<file path="config.mk">
export PLATFORM = sky130hd
export DESIGN_NAME = alu_sequencer
export DESIGN_NICKNAME = d
export VERILOG_FILES = /design/src/rtl/alu_pkg.sv /design/src/rtl/alu_op_decode.sv /design/src/rtl/alu_sequencer.sv
export SDC_FILE = /design/constraint.sdc
export NUM_CORES = 1
export LEC_CHECK = 0
export CAP_MARGIN = 20
export CORE_MARGIN = 2
export CORE_UTILIZATION = 40
export CTS_CLUSTER_DIAMETER = 120
export DETAILED_ROUTE_END_ITERATION = 8
export GPL_TIMING_DRIVEN = 0
export PLACE_DENSITY = 0.8
export REMOVE_ABC_BUFFERS = 1
export SYNTH_ARGS = -nofsm -noshare
export SYNTH_HDL_FRONTEND = slang
export SYNTH_SLANG_ARGS = --single-unit
</file>
<file path="constraint.sdc">
create_clock -name clock -period 2.2 [get_ports clock]
set_input_delay 0.44 -clock clock [delete_from_list [all_inputs] [get_ports clock]]
set_output_delay 0.44 -clock clock [all_outputs]
set_load 0.01 [all_outputs]
</file>
<file path="src/rtl/alu_pkg.sv">
// Shared ALU definitions: opcodes, alu_ctl one-hot bit indices and sequencer state encodings.
package alu_pkg;

    localparam int ALU_W = 14;
    localparam int OP_W  = 5;
    localparam int CNT_W = 6;

    localparam logic [OP_W-1:0] OP_ADD  = 5'b00011;
    localparam logic [OP_W-1:0] OP_SUB  = 5'b00100;
    localparam logic [OP_W-1:0] OP_SHR  = 5'b00101;
    localparam logic [OP_W-1:0] OP_SHRA = 5'b00110;
    localparam logic [OP_W-1:0] OP_SHL  = 5'b00111;
    localparam logic [OP_W-1:0] OP_ROR  = 5'b01000;
    localparam logic [OP_W-1:0] OP_ROL  = 5'b01001;
    localparam logic [OP_W-1:0] OP_AND  = 5'b01010;
    localparam logic [OP_W-1:0] OP_OR   = 5'b01011;
    localparam logic [OP_W-1:0] OP_MUL  = 5'b01111;
    localparam logic [OP_W-1:0] OP_DIV  = 5'b10000;
    localparam logic [OP_W-1:0] OP_NEG  = 5'b10001;
    localparam logic [OP_W-1:0] OP_NOT  = 5'b10010;

    localparam int IDX_ADD   = 0;
    localparam int IDX_SUB   = 1;
    localparam int IDX_MUL   = 2;
    localparam int IDX_DIV   = 3;
    localparam int IDX_AND   = 4;
    localparam int IDX_OR    = 5;
    localparam int IDX_SHR   = 6;
    localparam int IDX_SHRA  = 7;
    localparam int IDX_SHL   = 8;
    localparam int IDX_ROR   = 9;
    localparam int IDX_ROL   = 10;
    localparam int IDX_NEG   = 11;
    localparam int IDX_NOT   = 12;
    localparam int IDX_INCPC = 13;

    localparam logic [ALU_W-1:0] CTL_INCPC = ALU_W'(1) << IDX_INCPC;

    typedef enum logic [1:0] {
        ST_IDLE = 2'd0,
        ST_EXEC = 2'd1,
        ST_WAIT = 2'd2,
        ST_WB   = 2'd3
    } state_e;

    function automatic logic is_muldiv(input logic [OP_W-1:0] op);
        return (op == OP_MUL) || (op == OP_DIV);
    endfunction

endpackage

</file>
<file path="src/rtl/alu_op_decode.sv">
// Combinational opcode decoder: one-hot alu_ctl select plus an illegal-opcode flag.
module alu_op_decode
    import alu_pkg::*;
(
    input  logic [OP_W-1:0]  opcode,
    output logic [ALU_W-1:0] onehot,
    output logic             illegal
);

    always_comb begin
        onehot  = '0;
        illegal = 1'b0;
        case (opcode)
            OP_ADD:  onehot[IDX_ADD]  = 1'b1;
            OP_SUB:  onehot[IDX_SUB]  = 1'b1;
            OP_SHR:  onehot[IDX_SHR]  = 1'b1;
            OP_SHRA: onehot[IDX_SHRA] = 1'b1;
            OP_SHL:  onehot[IDX_SHL]  = 1'b1;
            OP_ROR:  onehot[IDX_ROR]  = 1'b1;
            OP_ROL:  onehot[IDX_ROL]  = 1'b1;
            OP_AND:  onehot[IDX_AND]  = 1'b1;
            OP_OR:   onehot[IDX_OR]   = 1'b1;
            OP_MUL:  onehot[IDX_MUL]  = 1'b1;
            OP_DIV:  onehot[IDX_DIV]  = 1'b1;
            OP_NEG:  onehot[IDX_NEG]  = 1'b1;
            OP_NOT:  onehot[IDX_NOT]  = 1'b1;
            default: illegal          = 1'b1;
        endcase
    end

endmodule

</file>
<file path="src/rtl/alu_sequencer.sv">
// ALU control sequencer: IDLE -> EXEC -> (WAIT) -> WB with pending IncPC requests.
// Define ALU_MULDIV_WAIT_EN to hold MUL/DIV for MULDIV_CYCLES cycles via the WAIT state.
//
// state | meaning
// IDLE  | accept start / serve pending IncPC; alu_ctl all-zero
// EXEC  | first cycle of the selected operation
// WAIT  | MUL/DIV extension cycles (only with ALU_MULDIV_WAIT_EN)
// WB    | load Z registers, pulse done
module alu_sequencer
    import alu_pkg::*;
#(
    parameter int MULDIV_CYCLES = 32
) (
    input  logic             clock,
    input  logic             reset,
    input  logic             start,
    input  logic [OP_W-1:0]  opcode,
    input  logic             inc_pc_req,
    output logic [ALU_W-1:0] alu_ctl,
    output logic             zlow_in,
    output logic             zhigh_in,
    output logic             busy,
    output logic             done,
    output logic             illegal
);

    logic [ALU_W-1:0] dec_onehot;
    logic             dec_illegal;

    alu_op_decode u_decode (
        .opcode  (opcode),
        .onehot  (dec_onehot),
        .illegal (dec_illegal)
    );

    state_e           state_q, state_d;
    logic [OP_W-1:0]  op_q, op_d;
    logic             pend_q, pend_d;
    logic [ALU_W-1:0] alu_ctl_q, alu_ctl_d;
    logic             zlow_q, zlow_d;
    logic             zhigh_q, zhigh_d;
    logic             busy_q, busy_d;
    logic             done_q, done_d;
    logic             illegal_q, illegal_d;
    logic             muldiv_act;

`ifdef ALU_MULDIV_WAIT_EN
    localparam logic [CNT_W-1:0] CNT_LAST = CNT_W'(MULDIV_CYCLES - 1);
    logic [CNT_W-1:0] cnt_q, cnt_d;
`endif

    // op_q is stale while IncPC runs, so the IncPC bit masks it out
    assign muldiv_act = !alu_ctl_q[IDX_INCPC] && is_muldiv(op_q);

    always_comb begin
        state_d   = state_q;
        op_d      = op_q;
        pend_d    = pend_q;
        alu_ctl_d = alu_ctl_q;
        illegal_d = 1'b0;
`ifdef ALU_MULDIV_WAIT_EN
        cnt_d     = cnt_q;
`endif
        case (state_q)
            ST_IDLE: begin
                alu_ctl_d = '0;
                // a pending IncPC is served before any new start
                if (pend_q || (inc_pc_req && !start)) begin
                    state_d   = ST_EXEC;
                    alu_ctl_d = CTL_INCPC;
                    pend_d    = 1'b0;
                end else if (start) begin
                    pend_d = inc_pc_req;
                    if (dec_illegal) begin
                        illegal_d = 1'b1;
                    end else begin
                        state_d   = ST_EXEC;
                        op_d      = opcode;
                        alu_ctl_d = dec_onehot;
                    end
                end
            end
            ST_EXEC: begin
                pend_d = pend_q | inc_pc_req;
`ifdef ALU_MULDIV_WAIT_EN
                if (muldiv_act) begin
                    state_d = ST_WAIT;
                    cnt_d   = CNT_W'(1);
                end else begin
                    state_d = ST_WB;
                end
`else
                state_d = ST_WB;
`endif
            end
`ifdef ALU_MULDIV_WAIT_EN
            ST_WAIT: begin
                pend_d = pend_q | inc_pc_req;
                // cnt_q counts cycles held so far, EXEC included
                if (cnt_q >= CNT_LAST) begin
                    state_d = ST_WB;
                    cnt_d   = '0;
                end else begin
                    cnt_d = cnt_q + CNT_W'(1);
                end
            end
`endif
            ST_WB: begin
                pend_d    = pend_q | inc_pc_req;
                state_d   = ST_IDLE;
                alu_ctl_d = '0;
            end
            default: begin
                state_d   = ST_IDLE;
                alu_ctl_d = '0;
            end
        endcase

        busy_d  = (state_d != ST_IDLE);
        done_d  = (state_d == ST_WB);
        zlow_d  = (state_d == ST_WB);
        zhigh_d = (state_d == ST_WB) && muldiv_act;
    end

    always_ff @(posedge clock or posedge reset) begin
        if (reset) begin
            state_q   <= ST_IDLE;
            op_q      <= '0;
            pend_q    <= 1'b0;
            alu_ctl_q <= '0;
            zlow_q    <= 1'b0;
            zhigh_q   <= 1'b0;
            busy_q    <= 1'b0;
            done_q    <= 1'b0;
            illegal_q <= 1'b0;
`ifdef ALU_MULDIV_WAIT_EN
            cnt_q     <= '0;
`endif
        end else begin
            state_q   <= state_d;
            op_q      <= op_d;
            pend_q    <= pend_d;
            alu_ctl_q <= alu_ctl_d;
            zlow_q    <= zlow_d;
            zhigh_q   <= zhigh_d;
            busy_q    <= busy_d;
            done_q    <= done_d;
            illegal_q <= illegal_d;
`ifdef ALU_MULDIV_WAIT_EN
            cnt_q     <= cnt_d;
`endif
        end
    end

    assign alu_ctl  = alu_ctl_q;
    assign zlow_in  = zlow_q;
    assign zhigh_in = zhigh_q;
    assign busy     = busy_q;
    assign done     = done_q;
    assign illegal  = illegal_q;

endmodule

</file>
## Word-level counts from Yosys, hierarchy flattened

Cells that the tools add are included.

| operators by class | value |
|---|---|
| multiplexer cells | 28 |
| reductions and logical operators | 14 |
| equality and inequality tests | 19 |
| bitwise operators | 2 |

Operators with widths:

| kind | count |
|---|---|
| 5-bit by 4-bit == test with 1-bit output, second input constant | 6 |
| 14-bit one-hot mux with 2 select lines | 1 |
| 13-bit two-way mux | 2 |
| 5-bit by 3-bit == test with 1-bit output, second input constant | 4 |
| 5-bit == test, second input constant | 4 |
| 1-bit two-way mux | 19 |
| 14-bit two-way mux | 1 |
| 13-bit OR reduction | 1 |
| 2-bit two-way mux | 3 |
| 5-bit by 2-bit == test with 1-bit output, second input constant | 1 |
| 2-bit == test, second input constant | 2 |
| 2-bit one-hot mux with 2 select lines | 1 |
| 4-bit AND reduction | 1 |
| 2-bit nonzero test | 2 |
| 1-bit logical AND | 3 |
| 3-bit inequality test, second input constant | 1 |
| 2-bit by 1-bit == test with 1-bit output, second input constant | 1 |
| 1-bit zero test | 2 |
| 2-bit zero test | 1 |
| 1-bit logical OR | 2 |
| 1-bit one-hot mux with 2 select lines | 1 |
| 2-bit AND reduction | 1 |
| 2-bit OR reduction | 1 |
| 1-bit NOT | 1 |
| 1-bit bitwise OR | 1 |

| storage, ports and cells | value |
|---|---|
| output and inout bits | 19 |
| register bits after elaboration | 26 |
| logic and storage cells | 71 |

## Logic depth before layout (Yosys ltp)

Gate-level depths: netlist of run 1.

| depth | value |
|---|---|
| word-level depth | 8 |
| mapped depth | 5 |

## By module

From an unflattened synthesis of run 1, not the netlist that was laid out.

| unflattened totals | value |
|---|---|
| cell total of the unflattened synthesis | 100 |
| area, all modules | 1169.9 um^2 |

By module, submodules not included:

| module | seq. area each (um^2) | area each (um^2) | times used | cells each |
|---|---|---|---|---|
| alu_sequencer | 650.6 | 1012.2 | 1 | 71 |
| alu_op_decode | 0.0 | 157.7 | 1 | 29 |

## Worst setup path before layout of run 1

No wires, ideal clock.

| timing path | value |
|---|---|
| path kind | register to register |
| start | register, netlist name done |
| end | register op_q[0] |
| data required time | 2075 ps |
| cell stages (with the launch flop) | 6 |
| library setup time | 125 ps |
| path buffers | 1 |
| period minus slack after synthesis | 1818 ps |
| arrival | 1693 ps |
| slack | 382 ps |
| cell sequence | dfrtp_1 > or4b_1 > buf_2 > a211oi_2 > a21oi_2 > mux2_4 |

RTL lines:

| item | RTL line | source |
|---|---|---|
| to (signal assigned) | alu_sequencer.sv:141 | `op_q <= op_d;` |
| to (decl) | alu_sequencer.sv:37 | `logic [OP_W-1:0] op_q, op_d;` |

## Worst setup path in the final report of run 1

| timing path | value |
|---|---|
| start | input start |
| end | register op_q[2] |

| on the way | value |
|---|---|
| cells in the longest elaborated chain, start to end | 5 |

RTL lines:

| item | RTL line | source |
|---|---|---|
| from (decl) | alu_sequencer.sv:16 | `input logic start,` |
| 1-bit zero test | alu_sequencer.sv:68 | `if (pend_q \|\| (inc_pc_req && !start)) begin` |
| 1-bit logical AND | alu_sequencer.sv:68 |  |
| 1-bit logical OR | alu_sequencer.sv:68 |  |
| 1-bit NOT (no source line) | -- |  |
| 4-bit AND reduction (no source line) * | -- |  |

Every way passes the cells marked *; elsewhere a longest branch is shown, timed or not.
A chain may end at the register's enable or synchronous reset.

==> summary.txt, run 1 <==
Layout
  • Multi-input combinational cell area: 424.2 um2
  • Nets@finish: 128
  • Ratio of cells with drive above 1 in the final layout: 0.09322
  • Register area: 625.6 um2
  • Commonest non-fill, non-tap cell in the layout: clkdlybuf4s50_1
  • Most frequent cells in the layout: clkdlybuf4s50_1, dfrtp_1, a22o_1
  • # fillers: 225
  • Antenna Cells: 0
  • Fin cells: 148
  • Layout area overhead: 29.62%

Place
  • DP HPWL: 1623 um
  • GPL Wtd Cong: 0.8365
  • Port-buffer cells: 27
  • # placed instances: 144

Hold path
  • Hold path endpoint: alu_ctl[7]$_DFFE_PP0P_
  • HP Class: reg2reg
  • Hold Crit Depth: 1
  • Hold path start: alu_ctl[7]$_DFFE_PP0P_

Floorplanning
  • Boundary pin count: 28
  • Die height: 55.90 um
  • Total die area: 3124 um2
  • Core Region: 2522 um2
  • Starting density of the core: 0.4271
  • Die extent in x: 55.90 um
  • Placement Rows: 18

Global routing
  • Initial antenna violation count: 0
  • First-pass GRT wire length: 3774 um
  • Largest net degree at the start of global routing: 26
  • GRT Overall Usage: 0.1551
  • Vias in the first global route: 795
  • GRT overflow: 0

CTS
  • Cts bufs inserted: 3
  • Clk sink count: 25
  • Clock Latency Late Sink: 0.32 ns
  • Reg clk slew, reported paths: 0.14 ns
  • Post-CTS Resized: 0
  • Post-CTS setup buffers: 0
  • CTS tree: done
  • CTS max path bufs: 2
  • H-tree levels: 1
  • Hold Buf Count CTS: 0
  • Clock root cell: clkbuf_4

Synthesis
  • Synthesized instance count: 90
  • Post-synth ARST share: 1.000
  • Yosys Warn Count: 0
  • Synth cell types: 27
  • Top_reg_cell synth: dfrtp_1
  • Post-synth EDFFs: 0
  • Mean post-synth cell area: 11.97 um2
  • Synth Cell Area: 1077 um2
  • Count of state elements after synthesis: 25
  • Sequential area share after synthesis: 0.5807

STA
  • Relative max-transition margin: 0.3287
  • Worst-margin pin slew: 1.005 ns
  • Final Skew: 0.01885 ns
  • Minimum clock period: 2.067 ns
  • Final Cycle Share: 0.9395
  • Setup TNS: 0 ns
  • Final hold violations: 0
  • Max Clock Freq: 483.8 MHz
  • # setup viols final: 0
  • RSZ-0062 raised after global routing: no
  • Fin. max-slew vios: 0

Critical path
  • R2r setup slk: 0.27 ns
  • CP max FO: 8
  • FF-to-FF Start: done$_DFF_PP0_
  • Arrival @ worst endpoint: 2.30 ns
  • CP Buf/Inv Count: 1
  • Largest stage delay on the critical path: 0.63 ns
  • Setup crit end kind: register
  • Worst r2r dst: op_q[2]$_DFFE_PP0P_
  • Critical-path top delay cell: or4b_1
  • Worst EP required: 2.43 ns
  • Worst Reg2Reg Path Length in Cells: 4
  • Stages on worst setup path: 5
  • CP Class: in2reg
  • CP startpoint kind: primary input
  • CP top delay family: simple AND/OR/NAND/NOR gates
  • Worst-path cell chain: clkdlybuf4s50_1 -> or4b_1 -> a211oi_2 -> a21oi_2 -> mux2_4

Status
  • Outcome: completed

Power and ir drop
  • Pleak: 0.0006164 uW
  • Pwr Density: 890.3 nW/um2
  • Maximum VDD drop: 0.4919 mV

Drt
  • Vias: 820
  • Iteration-0 DRC Markers: 21
  • DRT antenna net count: 0
  • Drt pass-1 iters: 4
  • Post-DR vias/cell: 5.541
  • # DRC: 0
  • WL final: 2268 um
  • Wire length per cell: 15.32 um

Job
  • Max-cap viol count: 0
-- state kept, by name, indices dropped and copies added (netlist names) --
name and count:
alu_ctl 14, busy 1, done 1, illegal 1, op_q 5, pend_q 1, state_q 1, zhigh_in 1
-- worst register-to-register path: stages (launching register included) --
cell,delay [ns]
dfrtp_1,0.48
or4b_1,0.70
a211oi_2,0.22
a21oi_2,0.12
mux2_4,0.33
-- worst max path at each step --
stage | start | end | slack (ns)
finish | start | op_q[2]$_DFFE_PP0P_ | 0.13
global route | start | op_q[2]$_DFFE_PP0P_ | 0.07
CTS | start | op_q[2]$_DFFE_PP0P_ | 0.16
detailed placement | start | op_q[2]$_DFFE_PP0P_ | -0.21
global placement | start | op_q[4]$_DFFE_PP0P_ | -0.17
floorplan | done$_DFF_PP0_ | op_q[0]$_DFFE_PP0P_ | 0.32
-- metal layers --
layer / vias up / global-route usage / routed length [um]
met5: - / 0 / 0
met4: 0 / 0.02381 / 14
met3: 2 / 0.05349 / 113
met2: 21 / 0.2517 / 1096
met1: 408 / 0.2066 / 1043
li1: 389 / - / -
-- logic make-up after synthesis --
group                  count (synthesis)  synth area share
DFF                                   25            0.5807
AOI/OAI and AO/OA                     23            0.1754
buffers and inverters                  6           0.02555
muxes                                  5           0.06968
and+or+nand+nor                       31            0.1487
-- through the flow --
step	hold slack, ns	area [um2]	setup WS [ns]	total power [uW]	util
floorplan	0.4673	1061	0.3248	874.2	-
global placement	0.4847	1369	-0.1740	1030	0.5427
detailed placement	0.4731	1369	-0.2129	1052	0.5427
CTS	0.5245	1396	0.1562	1253	0.5536
global route	0.5454	1396	0.06825	1318	0.5536
finish	0.5188	1396	0.1330	1243	0.5536
-- layout make-up --
cell class / instances / share of cell area
sequential: 25 / 0.4480
multi-input combinational: 59 / 0.3038
timing repair buffer: 27 / 0.1935
tap: 30 / 0.02688
clock buffer: 3 / 0.01613
inverter: 3 / 0.008065
clock inverter: 1 / 0.003584
-- Yosys cell counts (2+ instances only) --
| master | instances | share of area |
|---|---|---|
| a22o_1 | 12 | 0.098 |
| inv_1 | 3 | 0.010 |
| nand3_1 | 3 | 0.014 |
| mux2_4 | 5 | 0.070 |
| nor3b_1 | 2 | 0.014 |
| a21oi_1 | 2 | 0.0093 |
| nand2_1 | 5 | 0.017 |
| a311oi_1 | 2 | 0.016 |
| nor2b_1 | 2 | 0.012 |
| dfrtp_1 | 25 | 0.58 |
| nor3_1 | 3 | 0.014 |
| nand2b_1 | 4 | 0.023 |
| nor2_1 | 8 | 0.028 |
-- where the power goes --
group	switching, uW	internal [uW]
Sequential	91.2	557
Combinational	188	203
Clock	135	68.0
No activity file was read; power rests on OpenSTA's default activity.
==> inputs of run 2 (changes only) <==
Settings changed: GPL_ROUTABILITY_DRIVEN set to 1, REMOVE_ABC_BUFFERS 1 to unset.
==> summary.txt, run 2 (synthesized netlist as in run 1, its figures left out) <==
CTS
  • CTS max path bufs: 2
  • CTS tree: done
  • Cts bufs inserted: 3
  • Clock root cell: clkbuf_4
  • Clock Latency Late Sink: 0.31 ns
  • Hold Buf Count CTS: 0
  • H-tree levels: 1
  • Post-CTS Resized: 0
  • Clk sink count: 25
  • Post-CTS setup buffers: 0
  • Reg clk slew, reported paths: 0.12 ns

STA
  • Final setup margin: 0.1763 ns
  • RSZ-0062 raised after global routing: no
  • Final Hold Slack: 0.5143 ns
  • Final Cycle Share: 0.9199
  • Final Skew: 0.004010 ns
  • Max Clock Freq: 494.1 MHz
  • Relative max-transition margin: 0.3899
  • Final hold violations: 0
  • Minimum clock period: 2.024 ns
  • Worst-margin pin slew: 0.9141 ns
  • Fin. max-slew vios: 0
  • # setup viols final: 0

Power and ir drop
  • Combinational fraction of design power: 0.328
  • Sw frac: 0.3270
  • Pwr Density: 892.5 nW/um2
  • Maximum VDD drop: 0.4554 mV
  • Pleak: 0.0006223 uW
  • Internal power: 847.8 uW
  • Total net switching power: 411.9 uW
  • Seq pwr share: 0.515
  • Clock share of power: 0.157

Hold path
  • HP Class: reg2reg

Critical path
  • CP startpoint kind: primary input
  • CP max FO: 8
  • CP Class: in2reg
  • Worst EP required: 2.41 ns
  • Arrival @ worst endpoint: 2.23 ns
  • Setup crit end kind: register

Drt
  • Met1 wire length: 1056 um
  • Vias: 830
  • DRT antenna net count: 0
  • Post-DR vias/cell: 5.497
  • WL final: 2282 um
  • Iteration-0 DRC Markers: 28
  • Met2 Wirelength: 1080 um
  • Drt pass-1 iters: 4
  • # DRC: 0
  • DR top layer: met4
  • Wire length per cell: 15.11 um
  • WL met3: 108 um

Layout
  • Layout area overhead: 31.01%
  • Commonest non-fill, non-tap cell in the layout: clkdlybuf4s50_1
  • Ratio of cells with drive above 1 in the final layout: 0.09917
  • Antenna Cells: 0
  • Most frequent cells in the layout: clkdlybuf4s50_1, dfrtp_1, a22o_1
  • Layout Utilization: 0.5595
  • Nets@finish: 131
  • Largest register FFs: 14
  • Design area: 1411 um2

Floorplanning
  • Die height: 55.90 um
  • Boundary pin count: 28
  • Starting density of the core: 0.4271
  • Placement Rows: 18
  • Die extent in x: 55.90 um
  • Total die area: 3124 um2
  • Core Region: 2522 um2

Place
  • DP Area: 1385 um2
  • Port-buffer cells: 27
  • GPL Wtd Cong: 0.8883
  • Post-place setup slack: -0.1495 ns
  • DP HPWL: 1698 um

Global routing
  • Largest net degree at the start of global routing: 26
  • First-pass GRT wire length: 3801 um
  • Vias in the first global route: 792
  • Initial antenna violation count: 0
  • GRT Overall Usage: 0.1552
  • GRT overflow: 0

Status
  • Outcome: completed

Job
  • Max-cap viol count: 0

Synthesis
  • Synth Net Count: 99
==> run 2: cell count changes in the layout (fill, tap and decap cells not counted), sizes merged <==
cell,change
buf,+2
clkbuf,+2
clkinv,-1
==> run 2: worst paths after layout <==
path | startpoint | endpoint | slack [ns] | depth (start not counted)
worst max-delay path | start | op_q[1]$_DFFE_PP0P_ | 0.18 | 6
worst min-delay path | alu_ctl[2]$_DFFE_PP0P_ | alu_ctl[2]$_DFFE_PP0P_ | 0.51 | 2
worst max register to register | done$_DFF_PP0_ | op_q[1]$_DFFE_PP0P_ | 0.31 | 5
worst min register to register | alu_ctl[2]$_DFFE_PP0P_ | alu_ctl[2]$_DFFE_PP0P_ | 0.51 | 2
max in group asynchronous | reset | alu_ctl[4]$_DFFE_PP0P_ | 1.03 | 2
min in group asynchronous | reset | op_q[1]$_DFFE_PP0P_ | 0.62 | 2
==> run 2: power by group through the flow <==
stage	logic (uW)	clock network (uW)	registers [uW]
4_1_cts	417	204	648
2_1_floorplan	241	0	654
5_1_grt	453	230	660
3_3_place_gp	404	0	652
6_report	413	198	648
3_5_place_dp	417	0	658
==> run 2: stage by stage <==
stage / instances / TNS (ns) / power (uW)
after floorplan: 90 / 0 / 894.5
after global placement: 147 / -0.6252 / 1056
after detailed placement: 147 / -0.7432 / 1075
after CTS: 151 / 0 / 1270
after global routing: 151 / 0 / 1343
final: 151 / 0 / 1260
==> run 2: routing by layer <==
metal,global-route usage,vias up
li1,-,392
met1,0.2126,407
met2,0.2432,26
met3,0.03023,5
met4,0.06122,0
met5,0,-
==> run 2: layout make-up <==
class	count	area, um2
repair buffers	27	270.3
multi-input cells	59	424.2
fillers	228	1111
well taps	30	37.54
plain buffers	3	16.27
inverters	3	11.26
clock buffers	4	26.28
flip-flops and latches	25	625.6
==> run 2: critical path: stages <==
cell and delay, ns:
clkdlybuf4s50_1 0.56, or4b_1 0.44, buf_2 0.18, a211oi_2 0.18, a21oi_2 0.12, mux2_4 0.32
